==> config.mk <==
export PLATFORM = sky130hd
export DESIGN_NAME = riscv_wb_arbiter
export DESIGN_NICKNAME = d
export VERILOG_FILES = /design/src/rtl/riscv_wb_arbiter.sv
export SDC_FILE = /design/constraint.sdc
export NUM_CORES = 1
export LEC_CHECK = 0
export CAP_MARGIN = 20
export CORE_MARGIN = 1
export CORE_UTILIZATION = 54
export DETAILED_ROUTE_END_ITERATION = 12
export HOLD_SLACK_MARGIN = 0.06
export PLACE_DENSITY = 0.89
export SETUP_SLACK_MARGIN = 0.2
export SLEW_MARGIN = 25
export SYNTH_ARGS = -nofsm -noshare
export SYNTH_HDL_FRONTEND = slang
export SYNTH_SLANG_ARGS = --single-unit
export TNS_END_PERCENT = 50
==> constraint.sdc <==
create_clock -name i_riscv_wbarb_clk -period 14.4 [get_ports i_riscv_wbarb_clk]
set_clock_uncertainty 0.1 [all_clocks]
set_input_delay 2.16 -clock i_riscv_wbarb_clk [delete_from_list [all_inputs] [get_ports i_riscv_wbarb_clk]]
set_output_delay 2.16 -clock i_riscv_wbarb_clk [all_outputs]
set_load 0.1 [all_outputs]
==> src/rtl/riscv_wb_arbiter.sv <==
// Register-file write-port arbiter.
// The in-order writeback result has priority. Long-latency divider results
// wait in a small FIFO and drain on cycles the pipeline leaves the port idle.
// A starvation counter forces a one-cycle stall so the FIFO always drains.
// Entries whose rd is overwritten by a younger writeback are killed so they
// cannot clobber the newer value.
module riscv_wb_arbiter #(
  parameter int XLEN         = 64,
  parameter int DEPTH        = 2,
  parameter int STARVE_LIMIT = 4
) (
  input  logic            i_riscv_wbarb_clk,
  input  logic            i_riscv_wbarb_rst,
  input  logic            i_riscv_wbarb_pipe_regwrite,
  input  logic [4:0]      i_riscv_wbarb_pipe_rdaddr,
  input  logic [XLEN-1:0] i_riscv_wbarb_pipe_rddata,
  input  logic            i_riscv_wbarb_div_valid,
  input  logic [4:0]      i_riscv_wbarb_div_rdaddr,
  input  logic [XLEN-1:0] i_riscv_wbarb_div_rddata,
  output logic            o_riscv_wbarb_div_ready,
  output logic            o_riscv_wbarb_rf_we,
  output logic [4:0]      o_riscv_wbarb_rf_waddr,
  output logic [XLEN-1:0] o_riscv_wbarb_rf_wdata,
  output logic            o_riscv_wbarb_stall,
  output logic            o_riscv_wbarb_pending
);

  localparam int AW = (DEPTH > 1) ? $clog2(DEPTH) : 1;
  localparam int CW = $clog2(STARVE_LIMIT) + 1;
  localparam logic [CW-1:0] CNT_MAX  = '1;
  localparam logic [CW-1:0] FORCE_AT = CW'(STARVE_LIMIT - 1);
  localparam logic [AW:0]   FULL_CNT = (AW + 1)'(DEPTH);

  typedef enum logic [1:0] {
    IDLE  = 2'd0,
    PEND  = 2'd1,
    FORCE = 2'd2
  } state_t;

  logic clk;
  logic srst;
  assign clk  = i_riscv_wbarb_clk;
  assign srst = i_riscv_wbarb_rst;

  state_t            state_reg, state_next;
  logic [CW-1:0]     starve_cnt_reg, starve_cnt_next;
  logic [AW-1:0]     rd_ptr_reg, wr_ptr_reg;
  logic [AW:0]       count_reg, count_next;
  logic [4:0]        mem_addr [DEPTH];
  logic [XLEN-1:0]   mem_data [DEPTH];
  logic [DEPTH-1:0]  kill_reg, kill_next;
  logic [4:0]        hold_addr_reg;
  logic [XLEN-1:0]   hold_data_reg;

  logic            pipe_wr, pipe_do, in_force;
  logic            fifo_empty, fifo_full;
  logic            push, pop, push_killed;
  logic [4:0]      head_addr;
  logic [XLEN-1:0] head_data;
  logic            head_live;
  logic            port_we;
  logic [4:0]      port_addr;
  logic [XLEN-1:0] port_data;
  logic [CW-1:0]   cnt_inc;

  assign pipe_wr    = i_riscv_wbarb_pipe_regwrite & (i_riscv_wbarb_pipe_rdaddr != 5'd0);
  assign in_force   = (state_reg == FORCE);
  // During a forced drain the pipe write is dropped; the pipeline re-presents it.
  assign pipe_do    = pipe_wr & ~in_force;
  assign fifo_empty = (count_reg == '0);
  assign fifo_full  = (count_reg == FULL_CNT);
  assign push       = i_riscv_wbarb_div_valid & ~fifo_full & ~srst;
  assign pop        = ~fifo_empty & (in_force | ~pipe_wr);
  assign count_next = count_reg + (AW + 1)'(push) - (AW + 1)'(pop);

  assign head_addr  = mem_addr[rd_ptr_reg];
  assign head_data  = mem_data[rd_ptr_reg];
  assign head_live  = ~kill_reg[rd_ptr_reg] & (head_addr != 5'd0);
  // A result pushed alongside a same-rd writeback is older than it: born dead.
  assign push_killed = pipe_do & (i_riscv_wbarb_div_rdaddr == i_riscv_wbarb_pipe_rdaddr);

  assign cnt_inc = (starve_cnt_reg == CNT_MAX) ? CNT_MAX : starve_cnt_reg + 1'b1;

  // Per-entry kill bits: cleared on refill, set by a younger same-rd writeback.
  generate
    for (genvar gi = 0; gi < DEPTH; gi++) begin : g_kill
      assign kill_next[gi] =
          (push && (wr_ptr_reg == AW'(gi))) ? push_killed :
          ((pipe_do && (mem_addr[gi] == i_riscv_wbarb_pipe_rdaddr)) ? 1'b1 : kill_reg[gi]);
    end
  endgenerate

  // Write-port selection: writeback first, otherwise the FIFO head when popped.
  always_comb begin
    port_we   = 1'b0;
    port_addr = hold_addr_reg;
    port_data = hold_data_reg;
    if (pipe_do) begin
      port_we   = 1'b1;
      port_addr = i_riscv_wbarb_pipe_rdaddr;
      port_data = i_riscv_wbarb_pipe_rddata;
    end else if (pop && head_live) begin
      port_we   = 1'b1;
      port_addr = head_addr;
      port_data = head_data;
    end
  end

  // Drive outputs; everything reads as zero while reset is held.
  always_comb begin
    o_riscv_wbarb_rf_we     = port_we;
    o_riscv_wbarb_rf_waddr  = port_addr;
    o_riscv_wbarb_rf_wdata  = port_data;
    o_riscv_wbarb_stall     = in_force;
    o_riscv_wbarb_pending   = ~fifo_empty;
    o_riscv_wbarb_div_ready = ~fifo_full;
    if (srst) begin
      o_riscv_wbarb_rf_we     = 1'b0;
      o_riscv_wbarb_rf_waddr  = '0;
      o_riscv_wbarb_rf_wdata  = '0;
      o_riscv_wbarb_stall     = 1'b0;
      o_riscv_wbarb_pending   = 1'b0;
      o_riscv_wbarb_div_ready = 1'b0;
    end
  end

  // Next-state and starvation counter; the counter value including this
  // blocked cycle reaching STARVE_LIMIT-1 schedules a forced drain.
  always_comb begin
    state_next      = state_reg;
    starve_cnt_next = starve_cnt_reg;
    case (state_reg)
      IDLE: begin
        starve_cnt_next = '0;
        if (push) state_next = PEND;
      end
      PEND: begin
        if (pop) begin
          starve_cnt_next = '0;
          if (count_next == '0) state_next = IDLE;
        end else begin
          starve_cnt_next = cnt_inc;
          if (cnt_inc >= FORCE_AT) state_next = FORCE;
        end
      end
      FORCE: begin
        starve_cnt_next = '0;
        state_next      = (count_next != '0) ? PEND : IDLE;
      end
      default: begin
        state_next      = IDLE;
        starve_cnt_next = '0;
      end
    endcase
  end

  // Control state, FIFO pointers and last-driven port values.
  always_ff @(posedge clk) begin
    if (srst) begin
      state_reg      <= IDLE;
      starve_cnt_reg <= '0;
      rd_ptr_reg     <= '0;
      wr_ptr_reg     <= '0;
      count_reg      <= '0;
      kill_reg       <= '0;
      hold_addr_reg  <= '0;
      hold_data_reg  <= '0;
    end else begin
      state_reg      <= state_next;
      starve_cnt_reg <= starve_cnt_next;
      count_reg      <= count_next;
      kill_reg       <= kill_next;
      if (push) wr_ptr_reg <= wr_ptr_reg + 1'b1;
      if (pop)  rd_ptr_reg <= rd_ptr_reg + 1'b1;
      if (port_we) begin
        hold_addr_reg <= port_addr;
        hold_data_reg <= port_data;
      end
    end
  end

  // FIFO payload storage; occupancy is tracked by count_reg, so no reset needed.
  always_ff @(posedge clk) begin
    if (push) begin
      mem_addr[wr_ptr_reg] <= i_riscv_wbarb_div_rdaddr;
      mem_data[wr_ptr_reg] <= i_riscv_wbarb_div_rddata;
    end
  end

endmodule

Yosys cells after proc, flatten, opt, wreduce, memory -nomap -nowiden. Memory sizes are Yosys's and may differ from the RTL's. A register that Yosys moved wholly into a read port is not among the register bits. Index checks and enable logic that the tools add are counted.

Register bits after elaboration: 80. Bits in writable memories: 138. Input port bits: 142. Output and inout port bits: 73. Logic and storage cells: 90. Memories kept: 2.

Add/subtract/negate cells: 5. Magnitude comparators: 2. Equal/unequal tests: 10. Multiplexer cells: 31. Bitwise operators: 16. Reduce and logical (&&, ||, !) cells: 15.

Memories: mem_data (depth 2, bits a word 64, rd ports 1, clocked after Yosys merged registers in 1, wr ports 1, RTL line 50) `logic [XLEN-1:0] mem_data [DEPTH];`; mem_addr (depth 2, bits a word 5, rd ports 3, clocked after Yosys merged registers in 1, wr ports 1, RTL line 49) `logic [4:0] mem_addr [DEPTH];`.

Operator list (count): $mux W64 (3); $mux W1 (19); $eq A5 B5 Y1 (3); $mux W5 (3); $reduce_bool A5 Y1 (2); $mux W2 (4); $not A1 Y1 (8); $and A1 B1 Y1 (7); $logic_not A2 Y1 (3); $ne A3 B3 Y1 const B (2); $pmux W2 S3 (1); $reduce_bool A2 Y1 (3); $logic_and A1 B1 Y1 (5); $eq A2 B2 Y1 const B (2); $add A3 B1 Y3 const B (1); $eq A3 B3 Y1 const B (1); $ge A3 B2 Y1 const B (1); $mux W3 (1); $reduce_and A3 Y1 (1); $reduce_or A3 Y1 (1); $add A1 B1 Y1 const B (2); $add A2 B1 Y2 (1); $eq A2 B1 Y1 const B (1); $lt A1 B2 Y1 const B (1); 3 further kinds (3).

Longest topological paths before layout. Gate-level depths: netlist of run 1.

Depth in word-level cells: 10. Depth in mapped cells: 11. Depth with buffers taken out: 11.

Worst setup path before layout of run 1. Ideal clock, no wire load.

Path type: input to output. From: input i_riscv_wbarb_pipe_rdaddr[4]. To: output o_riscv_wbarb_rf_waddr[1]. Data arrival time: 5.813 ns. Data required time: 12.140 ns. Path slack: 6.327 ns. Stages: 9. Path buffers: 4. Cell sequence: or3_4 -> o311ai_4 -> buf_6 -> o211a_1 -> buf_2 -> buf_12 -> buf_6 -> nor2_1 -> a211oi_1.

Longest elaborated chain between the ends: 9. Elaborated cells on any way between the ends: 10. Classes of those cells: mux (3); bitwise (5); reduce/logical (2).

RTL lines: start: declaration (RTL line 15) `input logic [4:0] i_riscv_wbarb_pipe_rdaddr,`; $reduce_bool A5 Y1 (*) (RTL line 66) `assign pipe_wr = i_riscv_wbarb_pipe_regwrite & (i_riscv_wbarb_pipe_rdaddr != 5'd0);`; $and A1 B1 Y1 (*) (RTL line 66); $not A1 Y1 (RTL line 73) `assign pop = ~fifo_empty & (in_force | ~pipe_wr);`; $or A1 B1 Y1 (RTL line 73); $and A1 B1 Y1 (RTL line 73); $logic_and A1 B1 Y1 (RTL line 102) `end else if (pop && head_live) begin`; $mux W5 (RTL line 102); $mux W5 (*) (RTL line 98) `if (pipe_do) begin`; $mux W5 (*) (RTL line 117) `if (srst) begin`; end: declaration (RTL line 22) `output logic [4:0] o_riscv_wbarb_rf_waddr,`.

Every way passes the cells marked *; elsewhere a longest branch is shown, timed or not.

Worst setup path after layout of run 1.
From: input i_riscv_wbarb_pipe_rdaddr[4]. To: output o_riscv_wbarb_rf_wdata[22].

Longest elaborated chain between the ends: 9. Elaborated cells on any way between the ends: 10. Classes of those cells: mux (3); bitwise (5); reduce/logical (2).

RTL lines: $reduce_bool A5 Y1 (*) (RTL line 66); $and A1 B1 Y1 (*) (RTL line 66); $not A1 Y1 (RTL line 73); $or A1 B1 Y1 (RTL line 73); $and A1 B1 Y1 (RTL line 73); $logic_and A1 B1 Y1 (RTL line 102); $mux W64 (RTL line 102); $mux W64 (*) (RTL line 98); $mux W64 (*) (RTL line 117); end: declaration (RTL line 23) `output logic [XLEN-1:0] o_riscv_wbarb_rf_wdata,`.

Marks and branches as above.

==> results of run 1 <==
-- area by class of cell --
type                    count  area [um^2]  area share (%)
multi-input cells         423         3020           25.22
flip-flops and latches    219         5769           48.17
inverters                   5        18.77          0.1567
repair buffers            218         2172           18.14
well taps                 216        270.3           2.257
clock inverters             6        31.28          0.2612
clock buffers              36        694.4           5.798
-- logic make-up after synthesis --
group | Yosys count
simple gates | 112
compound gates | 155
xor+xnor | 19
flops | 219
mux | 134
buf+inv | 48
fa+ha+maj | 3
-- cells in the mapped netlist (all sizes together) --
cell / number
edfxtp: 138
o21ai: 128
dfxtp: 81
nand2: 72
mux2: 68
mux2i: 66
clkbuf: 32
nor2: 20
buf: 11
xnor2: 11
a31oi: 8
xor2: 8
a211oi: 5
a21oi: 5
inv: 5
nand3: 4
nand3b: 4
ha: 3
nor4: 3
nand2b: 2
nor2b: 2
or3: 2
a211o: 1
a22oi: 1
a32o: 1
nor3: 1
o211a: 1
o211ai: 1
o21a: 1
o311a: 1
o311ai: 1
o32ai: 1
or2: 1
or3b: 1
-- worst max-delay path by stage --
stage | startpoint | endpoint | slack, ps | depth (start not counted)
finish | i_riscv_wbarb_pipe_rdaddr[4] | o_riscv_wbarb_rf_wdata[22] | 5210 | 8
global route | i_riscv_wbarb_pipe_rdaddr[3] | o_riscv_wbarb_rf_wdata[30] | 5020 | 8
CTS | i_riscv_wbarb_pipe_rdaddr[4] | o_riscv_wbarb_rf_wdata[30] | 5260 | 8
detailed placement | i_riscv_wbarb_pipe_rdaddr[4] | o_riscv_wbarb_rf_wdata[32] | 5280 | 8
global placement | i_riscv_wbarb_pipe_rdaddr[4] | o_riscv_wbarb_rf_wdata[8] | 5420 | 8
floorplan | i_riscv_wbarb_pipe_rdaddr[4] | o_riscv_wbarb_rf_waddr[1] | 6330 | 9
-- critical path, cell delays in order --
cell	delay, ps
clkdlybuf4s50_1	510
or3_4	450
o311ai_4	730
o211a_4	640
buf_4	690
mux2i_1	220
o21ai_0	230
clkdlybuf4s50_1	1190
-- metrics by stage --
step,util (%),hold slack (ps)
6_report,74.32,346.2
5_1_grt,74.32,360.8
4_1_cts,74.26,350.8
3_5_place_dp,69.76,342.9
3_3_place_gp,69.76,324.9
2_1_floorplan,-,311.7
-- layer usage --
metal | global-route usage [%] | vias to the layer above | part of all wire (%)
met2 | 39.48 | 204 | 48
met3 | 5.787 | 39 | 7.1
met4 | 7.451 | 2 | 2.4
li1 | - | 2941 | -
met5 | 0 | - | 0.076
met1 | 27.91 | 2903 | 43
-- where the power goes --
part | leakage [nW] | internal, mW | switching [mW] | total [mW]
registers | 1.93 | 0.725 | 0.0422 | 0.767
clock network | 0.360 | 0.330 | 0.227 | 0.557
logic | 1.77 | 0.198 | 0.332 | 0.530
total | 4.06 | 1.25 | 0.600 | 1.85
==> impl_metrics.ini, run 1 <==
[status]
outcome = finished clean

[yosys]
synth-xor-area-share_pct = 1.846
synth_top_area_share_pct = 45.96
syn_area_per_cell_um2 = 13.07
synth_mux_area_share_pct = 15.82
yosysWarnings = 0
synth_compound_area_share_pct = 9.423
synth_adder_area_share_pct = 0.4163
yosys.area.top_type = edfxtp_1
syn-cell-area_um2 = 9016
synth_top_family_by_area = multiplexers
synthTopCellsByArea = edfxtp_1, dfxtp_1, mux2_2
ys_seq_elements = 219
synth_cells = 690
synth-simple-area-share_pct = 5.565
ys_seq_area_share_pct = 63.95
synthesis.nets = 835
synth_cell_types = 41

[sta]
fin_setup_tns_ps = 0
slew-limit-headroom_pct = 32.16
setup_violations = 0
fmaxAchievable_mhz = 108.8
rsz0062_at_grt = false
worstMarginPinSlew_ps = 1014
period_share_pct = 63.82
worst_slack_ps = 5209
final-hold-violation-count = 0
finalMaxSlewViolations = 0
fin_crit_ps = 9191

[grt]
grt_use_total_pct = 22.87
grt-ovfl-total = 0
grt_pass1_wl_um = 31270
grt_pass1_vias = 6247
grt_max_degree = 129
antenna_found_initial = 1

[finish]
final.fill_count = 1074
layout_common_cells = clkdlybuf4s50_1, edfxtp_1, dfxtp_1
layout_commonest_cell = clkdlybuf4s50_1
largest_reg_flops = 128
nNetsFinal = 1035
diodes = 0
final_cell_count_no_fill = 1123
drive_above_1_share_pct = 12.90
syn_to_final_growth_pct = 32.83
fin_area_um2 = 11980

[worst_hold_path]
worstHoldEndpoint = starve_cnt_reg[0]
hold_path.class = flop to flop
min_from = starve_cnt_reg[0]
whs_path_depth = 1

[worst_setup_path]
rr_endpoint = hold_data_reg[22]
startpoint_type = input port
cp_max_fo = 44
rrSetupSlack_ps = 10910
critPathCaptureType = primary output
reg2reg_depth = 6
critPathKind = input port to primary output
worstPathArrival_ps = 6930
critPathRequiredTime_ps = 12140

[power_and_ir_drop]
leakage_nw = 4.062
vdd_drop_max_mv = 0.1043
p_per_area_nw_per_um2 = 154.8
total_power_mw = 1.854

[placement]
portBuffers = 214
hpwl_um = 12760
place.gp.congestion = 0.8204
pre_cts_ws_ps = 5279
dp.cells = 1081
place_area_um2 = 11240

[route]
firstDrtPassIters = 5
drt_wl_total_um = 19650
viasPerCell = 5.422
vias = 6089
ant_nets = 0
drc_errors = 0
routedWlPerCell_um = 17.50
first_iter_violations = 312

[clocking]
ctsHoldBuffers = 0
clock-sinks = 219
cts_tree = yes
post_cts_resized = 0
clockBufferDepth = 3
clk-insertion-delay-late_ps = 500
clkTransAtPathRegs_ps = 50
numCtsBuffers = 23
clockRootBuffer = clkbuf_16
post_cts_buffers = 0
h-tree-depth = 1

[floorplanning]
io_pins = 215
initial_utilization_pct = 55.95
die_y_um = 131.2
row_count = 46
dieArea_um2 = 17220
die_x_um = 131.2
core_um2 = 16120

[job]
maxCapViolCount = 0
(Power assumes the default switching activity.)
==> run 2, diff against run 1 <==
CORE_UTILIZATION = 45   (was 54)
PLACE_DENSITY = 0.79   (was 0.89)
clock period = 7.9 ns   (was 14.4 ns; I/O delays follow)
==> run 2 against run 1 <==
Against the previous run: first-iteration DRC count decreased by 9.6%; utilization shrank 12 points; via count fell by 1.1%; critical endpoint is now o_riscv_wbarb_rf_waddr[2]; largest cell class unchanged.
==> impl_metrics.ini, run 2 (synthesized netlist as in run 1, its figures left out) <==
[worst_setup_path]
critPathCaptureType = primary output
crit_start = i_riscv_wbarb_pipe_rdaddr[4]
critPathRequiredTime_ps = 6610
cp_max_fo = 37
crit_buf_inv = 3
cpMostUsedCell = clkdlybuf4s50_1
cp_slowest_cell = clkdlybuf4s50_1
startpoint_type = input port
max_stage_delay_ps = 1190
worstPathArrival_ps = 5460
crit_path_cell_trace = clkdlybuf4s50_1 > or3_4 > o311ai_4 > o211a_4 > buf_12 > nand2_1 > a31oi_1 > clkdlybuf4s50_1
path_delay_family = buffers and inverters
critPathKind = input port to primary output

[sta]
final-hold-violation-count = 0
setup_violations = 0
rsz0062_at_grt = false
period_share_pct = 85.37
fmaxAchievable_mhz = 148.3
fin_crit_ps = 6745
worstMarginPinSlew_ps = 1027
fin_setup_tns_ps = 0
slew-limit-headroom_pct = 31.30
whs_ps = 339.3
finalMaxSlewViolations = 0

[finish]
layout_commonest_cell = clkdlybuf4s50_1
diodes = 0
drive_above_1_share_pct = 13.36
final.fill_count = 1541
layout_common_cells = clkdlybuf4s50_1, edfxtp_1, dfxtp_1
largest_reg_flops = 128
syn_to_final_growth_pct = 34.57
nNetsFinal = 1040

[floorplanning]
die_y_um = 143.6
initial_utilization_pct = 46.17
io_pins = 215
core_um2 = 19530
dieArea_um2 = 20610
row_count = 51
die_x_um = 143.6

[clocking]
post_cts_buffers = 0
ctsHoldBuffers = 0
clkTransAtPathRegs_ps = 60
clockRootBuffer = clkbuf_16
post_cts_resized = 0
clockBufferDepth = 3
clock-sinks = 219
clk-insertion-delay-late_ps = 500
numCtsBuffers = 24
h-tree-depth = 1
cts_tree = yes

[power_and_ir_drop]
p_clk_share_pct = 31.8
leakage_nw = 4.118
p_sw_mw = 1.103
p_per_area_nw_per_um2 = 286.0
netSwitchingFraction_pct = 31.79
total_power_mw = 3.471
p_seq_share_pct = 39.7
p_int_mw = 2.367
vdd_drop_max_mv = 0.2670
combPwrFrac_pct = 28.6

[route]
ant_nets = 0
routedWlPerCell_um = 16.54
vias = 6024
drc_errors = 0
drt_wl_total_um = 19480
firstDrtPassIters = 5
viasPerCell = 5.114
first_iter_violations = 282

[placement]
place.gp.congestion = 0.8199
portBuffers = 214
hpwl_um = 13070

[grt]
grt_max_degree = 66
grt_use_total_pct = 18.77
grt_pass1_vias = 5847
grt-ovfl-total = 0
grt_pass1_wl_um = 29780
antenna_found_initial = 0

[status]
outcome = finished clean

[worst_hold_path]
min_from = starve_cnt_reg[0]
hold_path.class = flop to flop

[job]
maxCapViolCount = 0
[run 2: changes by cell type in the layout (fill, tap and decap cells not counted), sizes merged]
cell | before | now
buf | 4 | 10
bufinv | 0 | 2
clkdlybuf4s50 | 214 | 212
clkinv | 5 | 6
inv | 6 | 5
[run 2: layout make-up]
cell class | instances | area (um^2) | share of cell area, %
Inverter | 5 | 18.77 | 0.1547
Timing Repair Buffer | 222 | 2210 | 18.21
Sequential cell | 219 | 5769 | 47.55
Clock buffer | 36 | 706.9 | 5.827
Multi-Input combinational cell | 423 | 3012 | 24.82
Tap cell | 265 | 331.6 | 2.733
Clock inverter | 8 | 85.08 | 0.7012
[run 2: power by group through the flow]
stage	Sequential [mW]	Clock [mW]	Combinational [mW]
after floorplan	1.37	0	0.786
after global placement	1.40	0	0.984
after detailed placement	1.40	0	0.995
after CTS	1.38	1.12	1.00
after global routing	1.39	1.17	1.05
final	1.38	1.10	0.991
[run 2: path summary, 6_finish.rpt]
kind	endpoint	slack, ps	depth (start not counted)
worst max-delay path	o_riscv_wbarb_rf_waddr[2]	1160	8
worst min-delay path	starve_cnt_reg[0]	340	1
worst max register to register	hold_data_reg[34]	5080	6
worst min register to register	starve_cnt_reg[0]	340	1
[run 2: metrics by stage]
stage               setup slack (ps)  util, %  cells  area (um^2)
floorplan                       1777        -    690         9016
global placement                1205    58.08   1134        11340
detailed placement              1112    58.08   1134        11340
CTS                             1118    62.14   1178        12130
global route                   973.3    62.14   1178        12130
finish                          1155    62.14   1178        12130
[run 2: metal layers]
layer  wire, um  vias up  part of all wire, %  GRT usage, %
met3       1687       24                  8.7         5.965
met4        315        0                  1.6         4.927
met1       8258     2848                   42         23.06
met2       9221      194                   47         31.81
met5          0        -                    0             0
li1           -     2958                    -             -
